[src/rtl/ysyx_idu_issue.sv]
// ysyx_idu_issue: RV32I decode-and-issue stage sitting between fetch and execute.
//
// Accepts {inst, pc} from fetch on a valid/ready handshake, decodes fields and the
// sign-extended immediate, checks a per-register busy scoreboard for RAW/WAW hazards
// and issues into a one-entry output register toward execute.
//
// Ports:
//   clk, rst                      clock, asynchronous active-high reset
//   inst_i, pc_i, prev_valid      fetch packet and its valid
//   ready_o                       stage accepts the fetch packet this cycle
//   flush_i                       bad-speculation kill (drops the output packet)
//   wb_valid_i, wb_rd_i           writeback retire pulse, clears busy[wb_rd_i]
//   next_ready                    execute accepts the output packet
//   valid_o .. illegal_o          registered decoded packet

module ysyx_idu_issue #(
  parameter int unsigned DATA_W = 32,
  parameter int unsigned NREG   = 32
) (
  input  logic              clk,
  input  logic              rst,
  input  logic [DATA_W-1:0] inst_i,
  input  logic [DATA_W-1:0] pc_i,
  input  logic              prev_valid,
  output logic              ready_o,
  input  logic              flush_i,
  input  logic              wb_valid_i,
  input  logic [4:0]        wb_rd_i,
  input  logic              next_ready,
  output logic              valid_o,
  output logic [DATA_W-1:0] pc_o,
  output logic [DATA_W-1:0] inst_o,
  output logic [6:0]        opcode_o,
  output logic [2:0]        funct3_o,
  output logic [6:0]        funct7_o,
  output logic [4:0]        rd_o,
  output logic [4:0]        rs1_o,
  output logic [4:0]        rs2_o,
  output logic [DATA_W-1:0] imm_o,
  output logic              wen_o,
  output logic              illegal_o
);

  // RV32I major opcodes; fence and system are deliberately absent and decode as illegal.
  localparam logic [6:0] OpLoad   = 7'b0000011;
  localparam logic [6:0] OpImm    = 7'b0010011;
  localparam logic [6:0] OpAuipc  = 7'b0010111;
  localparam logic [6:0] OpStore  = 7'b0100011;
  localparam logic [6:0] OpReg    = 7'b0110011;
  localparam logic [6:0] OpLui    = 7'b0110111;
  localparam logic [6:0] OpBranch = 7'b1100011;
  localparam logic [6:0] OpJalr   = 7'b1100111;
  localparam logic [6:0] OpJal    = 7'b1101111;

  // ---------------------------------------------------------------------------
  // Combinational decode of the incoming instruction
  // ---------------------------------------------------------------------------
  logic [31:0]       ins;
  logic [6:0]        dec_opcode;
  logic [4:0]        dec_rs1;
  logic [4:0]        dec_rs2;
  logic [4:0]        dec_rd;
  logic [31:0]       dec_imm32;
  logic [DATA_W-1:0] dec_imm;
  logic              dec_uses_rs1;
  logic              dec_uses_rs2;
  logic              dec_writes;
  logic              dec_no_rd;
  logic              dec_illegal;
  logic              dec_wen;

  assign ins        = inst_i[31:0];
  assign dec_opcode = ins[6:0];
  assign dec_rs1    = ins[19:15];
  assign dec_rs2    = ins[24:20];

  always_comb begin
    dec_imm32    = '0;
    dec_uses_rs1 = 1'b0;
    dec_uses_rs2 = 1'b0;
    dec_writes   = 1'b0;
    dec_no_rd    = 1'b0;
    dec_illegal  = 1'b0;
    case (dec_opcode)
      OpReg: begin
        dec_uses_rs1 = 1'b1;
        dec_uses_rs2 = 1'b1;
        dec_writes   = 1'b1;
      end
      OpLoad, OpImm, OpJalr: begin
        dec_imm32    = {{20{ins[31]}}, ins[31:20]};
        dec_uses_rs1 = 1'b1;
        dec_writes   = 1'b1;
      end
      OpStore: begin
        dec_imm32    = {{20{ins[31]}}, ins[31:25], ins[11:7]};
        dec_uses_rs1 = 1'b1;
        dec_uses_rs2 = 1'b1;
        dec_no_rd    = 1'b1;
      end
      OpBranch: begin
        dec_imm32    = {{19{ins[31]}}, ins[31], ins[7], ins[30:25], ins[11:8], 1'b0};
        dec_uses_rs1 = 1'b1;
        dec_uses_rs2 = 1'b1;
        dec_no_rd    = 1'b1;
      end
      OpLui, OpAuipc: begin
        dec_imm32  = {ins[31:12], 12'b0};
        dec_writes = 1'b1;
      end
      OpJal: begin
        dec_imm32  = {{11{ins[31]}}, ins[31], ins[19:12], ins[20], ins[30:21], 1'b0};
        dec_writes = 1'b1;
      end
      default: begin
        // Illegal opcodes carry no sources, no immediate and no destination write.
        dec_illegal = 1'b1;
      end
    endcase
  end

  // S/B formats reuse inst[11:7] for immediate bits, so rd reads as x0 there.
  assign dec_rd  = dec_no_rd ? 5'd0 : ins[11:7];
  assign dec_wen = dec_writes && (dec_rd != 5'd0);
  assign dec_imm = DATA_W'($signed(dec_imm32));

  // ---------------------------------------------------------------------------
  // Hazard detection and handshake
  // ---------------------------------------------------------------------------
  logic [NREG-1:0] busy_q, busy_d;
  logic            valid_q, valid_d;
  logic            hazard;
  logic            out_free;
  logic            issue;

  // Only the registered busy vector is consulted; a writeback this cycle does not
  // bypass, so a dependent instruction waits one cycle after the wb pulse.
  assign hazard   = (dec_uses_rs1 && busy_q[dec_rs1])
                 || (dec_uses_rs2 && busy_q[dec_rs2])
                 || (dec_wen      && busy_q[dec_rd]);
  assign out_free = !valid_q || next_ready;
  assign ready_o  = out_free && !hazard && !flush_i;
  assign issue    = prev_valid && ready_o;

  // ---------------------------------------------------------------------------
  // Scoreboard next state
  // ---------------------------------------------------------------------------
  always_comb begin
    busy_d = busy_q;
    if (wb_valid_i) begin
      busy_d[wb_rd_i] = 1'b0;
    end
    // Set is applied after clear so it wins on a same-register collision.
    if (issue && dec_wen) begin
      busy_d[dec_rd] = 1'b1;
    end
    busy_d[0] = 1'b0;
  end

  // ---------------------------------------------------------------------------
  // Output packet register
  // ---------------------------------------------------------------------------
  logic [DATA_W-1:0] pc_q, pc_d;
  logic [DATA_W-1:0] inst_q, inst_d;
  logic [6:0]        opcode_q, opcode_d;
  logic [2:0]        funct3_q, funct3_d;
  logic [6:0]        funct7_q, funct7_d;
  logic [4:0]        rd_q, rd_d;
  logic [4:0]        rs1_q, rs1_d;
  logic [4:0]        rs2_q, rs2_d;
  logic [DATA_W-1:0] imm_q, imm_d;
  logic              wen_q, wen_d;
  logic              illegal_q, illegal_d;

  always_comb begin
    valid_d   = valid_q;
    pc_d      = pc_q;
    inst_d    = inst_q;
    opcode_d  = opcode_q;
    funct3_d  = funct3_q;
    funct7_d  = funct7_q;
    rd_d      = rd_q;
    rs1_d     = rs1_q;
    rs2_d     = rs2_q;
    imm_d     = imm_q;
    wen_d     = wen_q;
    illegal_d = illegal_q;
    if (issue) begin
      valid_d   = 1'b1;
      pc_d      = pc_i;
      inst_d    = inst_i;
      opcode_d  = dec_opcode;
      funct3_d  = ins[14:12];
      funct7_d  = ins[31:25];
      rd_d      = dec_rd;
      rs1_d     = dec_rs1;
      rs2_d     = dec_rs2;
      imm_d     = dec_imm;
      wen_d     = dec_wen;
      illegal_d = dec_illegal;
    end else if (flush_i || next_ready) begin
      // Flush drops the packet even when execute is stalling it.
      valid_d = 1'b0;
    end
  end

  always_ff @(posedge clk or posedge rst) begin
    if (rst) begin
      valid_q   <= 1'b0;
      busy_q    <= '0;
      pc_q      <= '0;
      inst_q    <= '0;
      opcode_q  <= '0;
      funct3_q  <= '0;
      funct7_q  <= '0;
      rd_q      <= '0;
      rs1_q     <= '0;
      rs2_q     <= '0;
      imm_q     <= '0;
      wen_q     <= 1'b0;
      illegal_q <= 1'b0;
    end else begin
      valid_q   <= valid_d;
      busy_q    <= busy_d;
      pc_q      <= pc_d;
      inst_q    <= inst_d;
      opcode_q  <= opcode_d;
      funct3_q  <= funct3_d;
      funct7_q  <= funct7_d;
      rd_q      <= rd_d;
      rs1_q     <= rs1_d;
      rs2_q     <= rs2_d;
      imm_q     <= imm_d;
      wen_q     <= wen_d;
      illegal_q <= illegal_d;
    end
  end

  assign valid_o   = valid_q;
  assign pc_o      = pc_q;
  assign inst_o    = inst_q;
  assign opcode_o  = opcode_q;
  assign funct3_o  = funct3_q;
  assign funct7_o  = funct7_q;
  assign rd_o      = rd_q;
  assign rs1_o     = rs1_q;
  assign rs2_o     = rs2_q;
  assign imm_o     = imm_q;
  assign wen_o     = wen_q;
  assign illegal_o = illegal_q;

endmodule

[config.mk]
export PLATFORM = sky130hd
export DESIGN_NAME = ysyx_idu_issue
export DESIGN_NICKNAME = d
export VERILOG_FILES = /design/src/rtl/ysyx_idu_issue.sv
export SDC_FILE = /design/constraint.sdc
export NUM_CORES = 1
export LEC_CHECK = 0
export BUFFER_PORTS_ARGS = -buffer_cell sky130_fd_sc_hd__clkbuf_2
export CAP_MARGIN = 10
export CORE_MARGIN = 2
export CORE_UTILIZATION = 45
export CTS_BUF_LIST = sky130_fd_sc_hd__clkbuf_8
export CTS_CLUSTER_SIZE = 25
export DETAILED_ROUTE_END_ITERATION = 10
export GPL_ROUTABILITY_DRIVEN = 0
export GPL_TIMING_DRIVEN = 0
export PLACE_DENSITY = 0.71
export SYNTH_ARGS = -nofsm -noshare
export SYNTH_HDL_FRONTEND = slang
export SYNTH_SLANG_ARGS = --single-unit
[constraint.sdc]
create_clock -name clk -period 4.7 [get_ports clk]
set_input_delay 0.47 -clock clk [delete_from_list [all_inputs] [get_ports clk]]
set_output_delay 0.47 -clock clk [all_outputs]
set_load 0.03 [all_outputs]
==> flow_summary.yaml <==
cells_and_area:
  insertedDiodeCount: 0
  drive_gt1_share_pct: 44.2
  layout_common_cells: "clkbuf_2, dfrtp_1, mux2_2"
  final_util_pct: 56.9
  final_common_cell: "clkbuf_2"
  num-nets-final: 876
  fin_cells: 1001
  area.growth.synth_to_final_pct: 23.6
outcome:
  outcome: "finished clean"
drt:
  routed_wl_um: 19400
  route.met3.wl_um: 1020
  drcViolationCount: 0
  drtIter0Drc: 435
  route.top_layer_used: "met4"
  vias_per_cell: 5.58
  drt_pass1_iterations: 5
  wl_per_cell_um: 19.4
  dr_wl_met2_um: 9760
  postRouteAntennaNets: 0
  vias: 5585
  wl_met1_um: 8060
die:
  io_pins: 207
  start_util_pct: 46.1
  die-area_um2: 16600
  fp.dieH_um: 129
  rows: 45
  core-area_um2: 15200
  die_w_um: 129
worst_setup_path:
  r2r-start: "busy_q[22]"
  crit_path_max_fanout: 10
  worst_ep_required_time_ns: 4.23
  reg2reg_slack_ns: 1.82
  critPathCaptureType: "primary output"
  r2r_cells: 8
  crit_path_start_kind: "input port"
  reg2reg_to: "inst_o[15]"
  crit_type: "in -> out"
  crit_path_start: "inst_i[22]"
  cp.arrival_ns: 2.85
  worstSetupEndpoint: "ready_o"
power_and_ir_drop:
  powerDensity_nw_per_um2: 377
  peakVddDrop_mv: 0.161
  fin_total_pwr_mw: 3.27
  leakagePower_nw: 4.09
global_routing:
  grt_pass1_vias: 5534
  gr-usage-all-layers_pct: 23.3
  grt_max_degree: 73
  grt_pass1_wl_um: 29300
  grt_overflow: 0
  antenna_found_initial: 0
synth:
  syn-cell-area_um2: 7000
  async_flop_share_pct: 100
  synth.distinct_cells: 51
  synth_area_leaders: "dfrtp_1, mux2_2, mux4_2, mux2_1, mux2i_1"
  synth.avg_cell_area_um2: 12.0
  synthCells: 582
  synth_flop_cell: "dfrtp_1"
  yosysSeqAreaShare_pct: 48.2
  synth_seq_cells: 135
  synth-edff-count: 0
  synth_top_area_share_pct: 48.2
  synth_top_cell_by_area: "dfrtp_1"
  yosysWarnings: 0
  syn-num-nets: 657
placed_design:
  place_hpwl_um: 14700
  io_buffers: 198
  dp_cells: 970
clock_network:
  clock_path_buffers: 2
  clk_pin_slew_ns: 0.08
  cts_tree: "yes"
  clock_latency_ns: 0.45
  htree_levels: 4
  cts-buffers-inserted: 17
  postCtsSetupBuffers: 0
  cts_resized: 0
  cts_sinks: 135
  postCtsHoldBufs: 0
  clockRootBuffer: "clkbuf_8"
sta:
  clock.fmax_mhz: 301
  tns_ns: 0
  setup_viol: 0
  slew_viol_final: 0
  hold_slack_ns: 0.0855
  fin_crit_sh_pct: 70.7
  fin_crit_ns: 3.32
  clock_skew_ns: 0.0118
  rsz0062_at_grt: "false"
  worst_slew_pin_slew_ns: 1.34
  hold_viol_final: 0
  relSlewSlack_pct: 10.5
min_path:
  hold_class: "in -> async"
job:
  cap_violations: 0
==> state kept, by name (all words and copies together) (netlist names) <==
register / flops
inst_o: 32
busy_q: 31
imm_o: 32
wen_o: 1
rd_o: 5
valid_o: 1
illegal_o: 1
pc_o: 32
==> stage by stage <==
step | setup WS [ns] | instance area [µm²]
after global placement | -0.670 | 8230
after CTS | 1.38 | 8660
final | 1.38 | 8660
after detailed placement | 1.26 | 8270
after floorplan | 0.619 | 7000
after global routing | 1.26 | 8660
==> worst max-delay path, cell delays in order <==
cell	delay, ns
clkbuf_2	0.14
buf_1	0.53
mux4_2	0.58
mux2i_1	0.14
o22ai_1	0.12
a21oi_1	0.17
nor4b_1	0.40
clkbuf_2	0.30
==> synthesized netlist by cell type, types with 2 or more instances <==
master / number
nand3_1: 6
mux2i_1: 36
buf_2: 6
a31o_1: 21
clkbuf_1: 18
nor3_1: 8
a22o_1: 4
o22ai_1: 3
nor2_1: 14
nor3b_1: 4
mux4_2: 18
inv_1: 38
a31o_2: 11
nor4b_2: 3
o21ai_0: 7
mux2_1: 34
buf_4: 36
nand3b_1: 6
a211oi_1: 3
nand4_1: 2
a31oi_1: 3
o211ai_1: 2
a221oi_1: 2
and3b_1: 2
and2_1: 6
dfrtp_1: 135
o21a_1: 31
or3b_2: 3
nor4b_1: 2
a21oi_1: 27
a22oi_1: 2
nor2b_1: 5
nand2b_1: 4
buf_6: 4
nand2_1: 17
mux2_2: 44
==> final cells by class <==
type                    count  area, µm²
plain buffers              65        417
clock buffers              19        262
clock inverters            12        128
fillers                  1261       6550
inverters                  38        148
multi-input cells         344       3070
flip-flops and latches    135       3380
well taps                 188        235
repair buffers            200       1020
==> metal layers <==
layer	GRT usage (%)	up-vias
li1	-	2521
met1	29.4	2792
met2	39.6	230
met3	4.45	42
met4	9.40	0
met5	0	-
==> power by group <==
| part | internal [mW] | switching, mW | leakage, nW |
|---|---|---|---|
| logic | 0.329 | 0.608 | 2.17 |
| registers | 1.29 | 0.0904 | 1.72 |
| clock network | 0.495 | 0.454 | 0.196 |
==> worst min path at each step <==
stage,startpoint,end,slack (ns),cells after the start
6_report,rst,pc_o[2],0.09,2
5_1_grt,rst,inst_o[3],0.12,2
4_1_cts,rst,inst_o[3],0.1,2
3_5_place_dp,pc_o[10],pc_o[10],0.47,1
3_3_place_gp,pc_o[30],pc_o[30],0.47,1
2_1_floorplan,busy_q[3],busy_q[3],0.57,2
==> cells by family after synthesis <==
kind of cell | count (synthesis) | share of synthesized area, %
mux | 132 | 23.5
flops | 135 | 48.2
buf+inv | 103 | 7.98
compound gates | 123 | 12.8
simple gates | 89 | 7.54
Note: power is estimated with default switching activity, not from simulation.
